[src/rtl/mux_pkg.sv]
`default_nettype none
// ============================================================================
//  Module      : mux_pkg
//  Description : Shared constants, lock-FSM state type and a clog2 helper
//                for the rr_mux channel multiplexer.
//  Revision    : 1.0 - initial release
// ============================================================================
package mux_pkg;

    // Encoding of the rr_mux mode input
    localparam logic MODE_RR    = 1'b0;
    localparam logic MODE_FIXED = 1'b1;

    // Packet-lock FSM states
    typedef enum logic [0:0] {
        ST_ARB    = 1'b0,
        ST_LOCKED = 1'b1
    } lock_state_t;

    // Ceiling log2; only used for channel counts of two or more
    function automatic int clog2(input int n);
        int r;
        r = 0;
        while ((1 << r) < n) begin
            r = r + 1;
        end
        return r;
    endfunction

endpackage
`default_nettype wire

[src/rtl/rr_arbiter.sv]
`default_nettype none
// ============================================================================
//  Module      : rr_arbiter
//  Description : Combinational rotating-priority arbiter. Channel prio has
//                the highest priority, then prio+1, wrapping at NCH-1 to 0.
//                The grant is one-hot, or all-zero with no requests.
//                prio must be below NCH.
//  Revision    : 1.0 - initial release
// ============================================================================
module rr_arbiter #(
    parameter int NCH = 4,
    parameter int SW  = 2
) (
    input  logic [NCH-1:0] req,
    input  logic [SW-1:0]  prio,
    output logic [NCH-1:0] grant
);

    logic [NCH-1:0] w_rot;
    logic [NCH-1:0] w_first;

    // Rotate requests so that channel prio sits at bit 0
    assign w_rot   = NCH'({req, req} >> prio);

    // Keep only the lowest set bit of the rotated request vector
    assign w_first = w_rot & (~w_rot + NCH'(1));

    // Rotate the one-hot result back to absolute channel positions
    assign grant   = NCH'(({w_first, w_first} << prio) >> NCH);

endmodule
`default_nettype wire

[src/rtl/rr_mux.sv]
`default_nettype none
// ============================================================================
//  Module      : rr_mux
//  Description : NCH-channel, DW-bit registered multiplexer with valid/ready
//                handshakes. Arbitrates round-robin (mode=0) or takes an
//                explicit channel select (mode=1), and holds the chosen beat
//                in a one-deep output register.
//                Optional feature macro: RR_MUX_LOCK_EN - keeps the grant on
//                one channel until a beat with din_last=1 is accepted.
//  Revision    : 1.0 - initial release
// ============================================================================
module rr_mux
    import mux_pkg::*;
#(
    parameter int NCH = 4,
    parameter int DW  = 8,
    parameter int SW  = clog2(NCH)
) (
    input  logic              clk,
    input  logic              rst_n,
    input  logic              mode,
    input  logic [SW-1:0]     sel,
    input  logic [NCH-1:0]    din_valid,
    input  logic [NCH*DW-1:0] din,
    input  logic [NCH-1:0]    din_last,
    output logic [NCH-1:0]    din_ready,
    output logic              dout_valid,
    output logic [DW-1:0]     dout,
    output logic [SW-1:0]     dout_ch,
    input  logic              dout_ready
);

    logic [NCH-1:0] w_sel_mask;
    logic [NCH-1:0] w_req;
    logic [NCH-1:0] w_grant;
    logic [NCH-1:0] w_ready;
    logic           w_load;
    logic           w_acc;
    logic           w_adv;
    logic [SW-1:0]  w_acc_ch;
    logic [DW-1:0]  w_acc_data;
    logic [SW-1:0]  w_next_prio;

    logic [SW-1:0]  r_prio;
    logic           r_dout_valid;
    logic [DW-1:0]  r_dout;
    logic [SW-1:0]  r_dout_ch;

    // One-hot decode of sel; values of NCH and above select nothing
    generate
        for (genvar i = 0; i < NCH; i++) begin : g_sel
            assign w_sel_mask[i] = (sel == SW'(i));
        end
    endgenerate

`ifdef RR_MUX_LOCK_EN
    lock_state_t    r_state;
    logic [SW-1:0]  r_lock_ch;
    logic [NCH-1:0] w_lock_mask;
    logic           w_acc_last;

    // One-hot decode of the locked channel
    generate
        for (genvar i = 0; i < NCH; i++) begin : g_lock
            assign w_lock_mask[i] = (r_lock_ch == SW'(i));
        end
    endgenerate
`else
    // din_last has no function without the packet lock
    logic w_unused_last;
    assign w_unused_last = ^din_last;
`endif

    // Requests seen by the arbiter: all channels, the selected one, or the locked one
    always_comb begin
        w_req = din_valid;
        if (mode == MODE_FIXED) begin
            w_req = din_valid & w_sel_mask;
        end
`ifdef RR_MUX_LOCK_EN
        if (r_state == ST_LOCKED) begin
            w_req = din_valid & w_lock_mask;
        end
`endif
    end

    rr_arbiter #(
        .NCH (NCH),
        .SW  (SW)
    ) u_arb (
        .req   (w_req),
        .prio  (r_prio),
        .grant (w_grant)
    );

    // The register can take a new beat when empty or draining this cycle
    assign w_load    = !r_dout_valid || dout_ready;
    assign w_ready   = w_grant & {NCH{w_load & rst_n}};
    assign w_acc     = |w_ready;
    assign din_ready = w_ready;

    // Encode the granted channel and pick its data (and last flag)
    always_comb begin
        w_acc_ch   = '0;
        w_acc_data = '0;
`ifdef RR_MUX_LOCK_EN
        w_acc_last = 1'b0;
`endif
        for (int i = 0; i < NCH; i++) begin
            if (w_grant[i]) begin
                w_acc_ch   = SW'(i);
                w_acc_data = din[i*DW +: DW];
`ifdef RR_MUX_LOCK_EN
                w_acc_last = din_last[i];
`endif
            end
        end
    end

    // Next priority is the channel after the one accepted, modulo NCH
    assign w_next_prio = (w_acc_ch == SW'(NCH - 1)) ? '0 : w_acc_ch + SW'(1);

`ifdef RR_MUX_LOCK_EN
    // Rotate only at packet boundaries; a single-beat packet in fixed mode leaves prio alone
    assign w_adv = w_acc && w_acc_last && ((mode == MODE_RR) || (r_state == ST_LOCKED));
`else
    assign w_adv = w_acc && (mode == MODE_RR);
`endif

    // Output register and round-robin pointer
    always_ff @(posedge clk or negedge rst_n) begin
        if (!rst_n) begin
            r_dout_valid <= 1'b0;
            r_dout       <= '0;
            r_dout_ch    <= '0;
            r_prio       <= '0;
        end else begin
            if (w_acc) begin
                r_dout_valid <= 1'b1;
                r_dout       <= w_acc_data;
                r_dout_ch    <= w_acc_ch;
            end else if (dout_ready) begin
                r_dout_valid <= 1'b0;
            end
            if (w_adv) begin
                r_prio <= w_next_prio;
            end
        end
    end

`ifdef RR_MUX_LOCK_EN
    // Packet lock: stay on a channel from its first non-last beat until its last beat
    always_ff @(posedge clk or negedge rst_n) begin
        if (!rst_n) begin
            r_state   <= ST_ARB;
            r_lock_ch <= '0;
        end else begin
            case (r_state)
                ST_ARB: begin
                    if (w_acc && !w_acc_last) begin
                        r_state   <= ST_LOCKED;
                        r_lock_ch <= w_acc_ch;
                    end
                end
                ST_LOCKED: begin
                    if (w_acc && w_acc_last) begin
                        r_state <= ST_ARB;
                    end
                end
                default: r_state <= ST_ARB;
            endcase
        end
    end
`endif

    assign dout_valid = r_dout_valid;
    assign dout       = r_dout;
    assign dout_ch    = r_dout_ch;

endmodule
`default_nettype wire
[config.mk]
export PLATFORM = sky130hd
export DESIGN_NAME = rr_mux
export DESIGN_NICKNAME = d
export VERILOG_FILES = /design/src/rtl/mux_pkg.sv /design/src/rtl/rr_arbiter.sv /design/src/rtl/rr_mux.sv
export SDC_FILE = /design/constraint.sdc
export NUM_CORES = 1
export LEC_CHECK = 0
export CAP_MARGIN = 10
export CORE_MARGIN = 2
export CORE_UTILIZATION = 37
export CTS_CLUSTER_SIZE = 24
export DETAILED_ROUTE_END_ITERATION = 6
export PLACE_DENSITY = 0.79
export SETUP_SLACK_MARGIN = 0.5
export SYNTH_ARGS = -nofsm -noshare
export SYNTH_HDL_FRONTEND = slang
export SYNTH_HIERARCHICAL = 1
export SYNTH_SLANG_ARGS = --single-unit
[constraint.sdc]
create_clock -name clk -period 2.55 [get_ports clk]
set_input_delay 0.3825 -clock clk [delete_from_list [all_inputs] [get_ports clk]]
set_output_delay 0.3825 -clock clk [all_outputs]
set_load 0.005 [all_outputs]
==> impl_metrics.env <==
export IMPL_run_status="finished clean"
export IMPL_clockRootBuffer="clkbuf_4"
export IMPL_grt_max_degree=28
export IMPL_start_util=0.381
export IMPL_via_count=1328
export IMPL_syn_inst=130
export IMPL_min_period_ns=2.17
export IMPL_fin_skew_ns=0.00218
export IMPL_place_area_sq_um=1720
export IMPL_setup_violations_final=0
export IMPL_drt_pass1_iterations=4
export IMPL_synth_cell_types=35
export IMPL_crit_path_end_kind="flop"
export IMPL_syn_area_sq_um=1030
export IMPL_pin_count=61
export IMPL_die_w_microns=56.8
export IMPL_setup_tns_ns=0
export IMPL_nNetsFinal=254
export IMPL_synth_compound_area_frac=0.360
export IMPL_coreArea_sq_um=2710
export IMPL_routed_wl_microns=3640
export IMPL_path_max_fanout=5
export IMPL_die_area_sq_um=3230
export IMPL_synthAdderAreaFrac=0
export IMPL_synth_nets=176
export IMPL_drt_iter0_markers=29
export IMPL_grtUsageTotal=0.224
export IMPL_synth_mux_area_frac=0.0109
export IMPL_reg2reg_depth=6
export IMPL_criticalPathCategory="in2reg"
export IMPL_ant_nets=0
export IMPL_post_synth_and_or_nand_nor_area_fraction=0.213
export IMPL_seq_area_sq_um=328
export IMPL_avgSynthCellArea_sq_um=7.94
export IMPL_h_tree_depth=1
export IMPL_diodes=0
export IMPL_async_reset_ff_frac=1.00
export IMPL_drive_above_1_share=0.285
export IMPL_fp_row_count=19
export IMPL_antenna_found_initial=0
export IMPL_cts_hold_buffers=0
export IMPL_die_height_microns=56.8
export IMPL_yosysSeqAreaShare=0.315
export IMPL_final_area_sq_um=1950
export IMPL_cts_tree="built"
export IMPL_maxCapViolations=0
export IMPL_io_buffers=56
export IMPL_hold_viol_final=0
export IMPL_grt_pass1_wl_microns=5750
export IMPL_hold_class="in2async"
export IMPL_fmax_mhz=462
export IMPL_synth_top_family_by_area="compound AO/OA/AOI/OAI gates"
export IMPL_cp_start_kind="primary input"
export IMPL_cts_sinks=13
export IMPL_relSlewSlack=0.798
export IMPL_dpl_hpwl_microns=2470
export IMPL_cp_arrival_ns=2.34
export IMPL_multi_input_area_sq_um=713
export IMPL_synth_warnings=6
export IMPL_rsz0062_at_grt="true"
export IMPL_drc=0
export IMPL_synth_edf_count=0
export IMPL_powerDensity_nw_per_um2=708
export IMPL_via_per_inst=5.58
export IMPL_clk_latency_ns=0.28
export IMPL_post_drt_wl_per_cell_microns=15.3
export IMPL_synth_xor_area_share=0
export IMPL_cts_clk_slew_worst_paths_ns=0.08
export IMPL_place_congestion=0.807
export IMPL_peakVddDrop_uv=504
export IMPL_grt_overflow_total=0
export IMPL_leakage_nw=0.866
export IMPL_cts_buffer_depth=2
export IMPL_areaGrowthSynthToFinish_pct=89.3
export IMPL_numCtsBuffers=3
export IMPL_period_share=0.849
export IMPL_tightestPinTransition_ns=0.303
export IMPL_ys_flop_type="dfrtp_1"
export IMPL_synth_ff_latch_count=13
export IMPL_drv_slew=0
export IMPL_fillers=199
export IMPL_worstPathRequired_ns=2.72
export IMPL_grt_pass1_vias=1383
## final timing paths
path / startpoint / end / slack [ns]
hold / removal: rst_n / dout_ch[1] / 0.30
min in group clk: mode / r_prio[1] / 0.53
setup reg to reg: r_prio[1] / r_prio[0] / 0.42
setup / recovery: sel[1] / r_prio[0] / 0.38
max in group asynchronous: rst_n / r_prio[1] / 1.68
hold reg to reg: dout_ch[1] / dout_ch[1] / 0.54
## report_power, final
group	total, mW	switching [mW]	internal [mW]
Clock	0.136	0.0748	0.0608
Sequential	0.410	0.0989	0.311
Combinational	0.839	0.339	0.500
Total	1.38	0.513	0.872
## flip-flops by register name, summed over array words and instances (netlist names)
| signal | cells |
|---|---|
| r_prio | 2 |
| dout_ch | 2 |
| dout | 8 |
| dout_valid | 1 |
## critical path: stages
cell and delay [ns]:
buf_8 0.10, nand2b_4 0.14, a21boi_4 0.17, buf_6 0.12, a211oi_2 0.03, o31a_1 0.34
buf_4 0.16, or4_4 0.46, nand4_1 0.13, mux2_4 0.30
## per-stage QoR
step	worst slack, ns	cells	hold WS (ns)	power (mW)	util
5_1_grt	0.344	238	0.298	1.47	0.721
6_report	0.385	238	0.296	1.38	0.721
2_1_floorplan	0.488	130	0.0869	0.755	-
4_1_cts	0.387	236	0.289	1.33	0.699
3_5_place_dp	-0.226	221	0.525	1.12	0.636
3_3_place_gp	-0.170	221	0.515	1.10	0.636
## synthesized netlist by cell type, types with 2 or more instances
| master | count | area share |
|---|---|---|
| o21ai_0 | 2 | 0.0097 |
| clkbuf_1 | 10 | 0.036 |
| a21oi_1 | 13 | 0.063 |
| nand2b_1 | 3 | 0.018 |
| dfrtp_1 | 13 | 0.32 |
| a21boi_0 | 3 | 0.022 |
| nor3_1 | 2 | 0.0097 |
| a31oi_1 | 17 | 0.10 |
| buf_2 | 2 | 0.0097 |
| and3_1 | 4 | 0.024 |
| nand3_1 | 2 | 0.0097 |
| o211a_1 | 2 | 0.019 |
| nand2_1 | 11 | 0.040 |
| inv_1 | 12 | 0.044 |
| a221o_1 | 7 | 0.068 |
| nand3b_1 | 8 | 0.058 |
## metal layers
layer  GRT usage  wire, microns  up-vias  part of all wire
met4       0.120             77        0             0.021
li1            -              -      637                 -
met5           0              0        -                 0
met1       0.246           1460      627              0.40
met2       0.409           1900       57              0.52
met3      0.0346            195        7             0.054
## area by class of cell
class | count | area share
Multi-Input combinational cell | 92 | 0.365
Sequential cell | 13 | 0.168
Inverter | 12 | 0.0230
Clock buffer | 4 | 0.0134
Tap cell | 31 | 0.0198
Timing Repair Buffer | 86 | 0.411
## cell usage in the layout, fill, tap and decap left out, drive strengths merged, types with 2 or more instances in the layout
cell,instances
clkdlybuf4s50,45
buf,32
a31oi,17
dfrtp,13
a21oi,13
inv,12
nand2,11
nand3b,8
a221o,7
dlygate4sd2,6
clkbuf,6
and3,5
a21boi,3
nand2b,3
o21ai,3
nand3,2
nor3,2
a21o,2
o211a,2
## cell families after synthesis
| group | after synthesis |
|---|---|
| compound gates | 54 |
| simple gates | 37 |
| buf+inv | 25 |
| flops | 13 |
| mux | 1 |
## repair_timing
item | 4_1_cts | 5_1_grt
setup buffers | 11 | 2
setup endpoints to repair | 17 | 16
pin swaps | 11 | 8
resized for setup | 41 | 14
No activity file was read; power rests on OpenSTA's default activity.
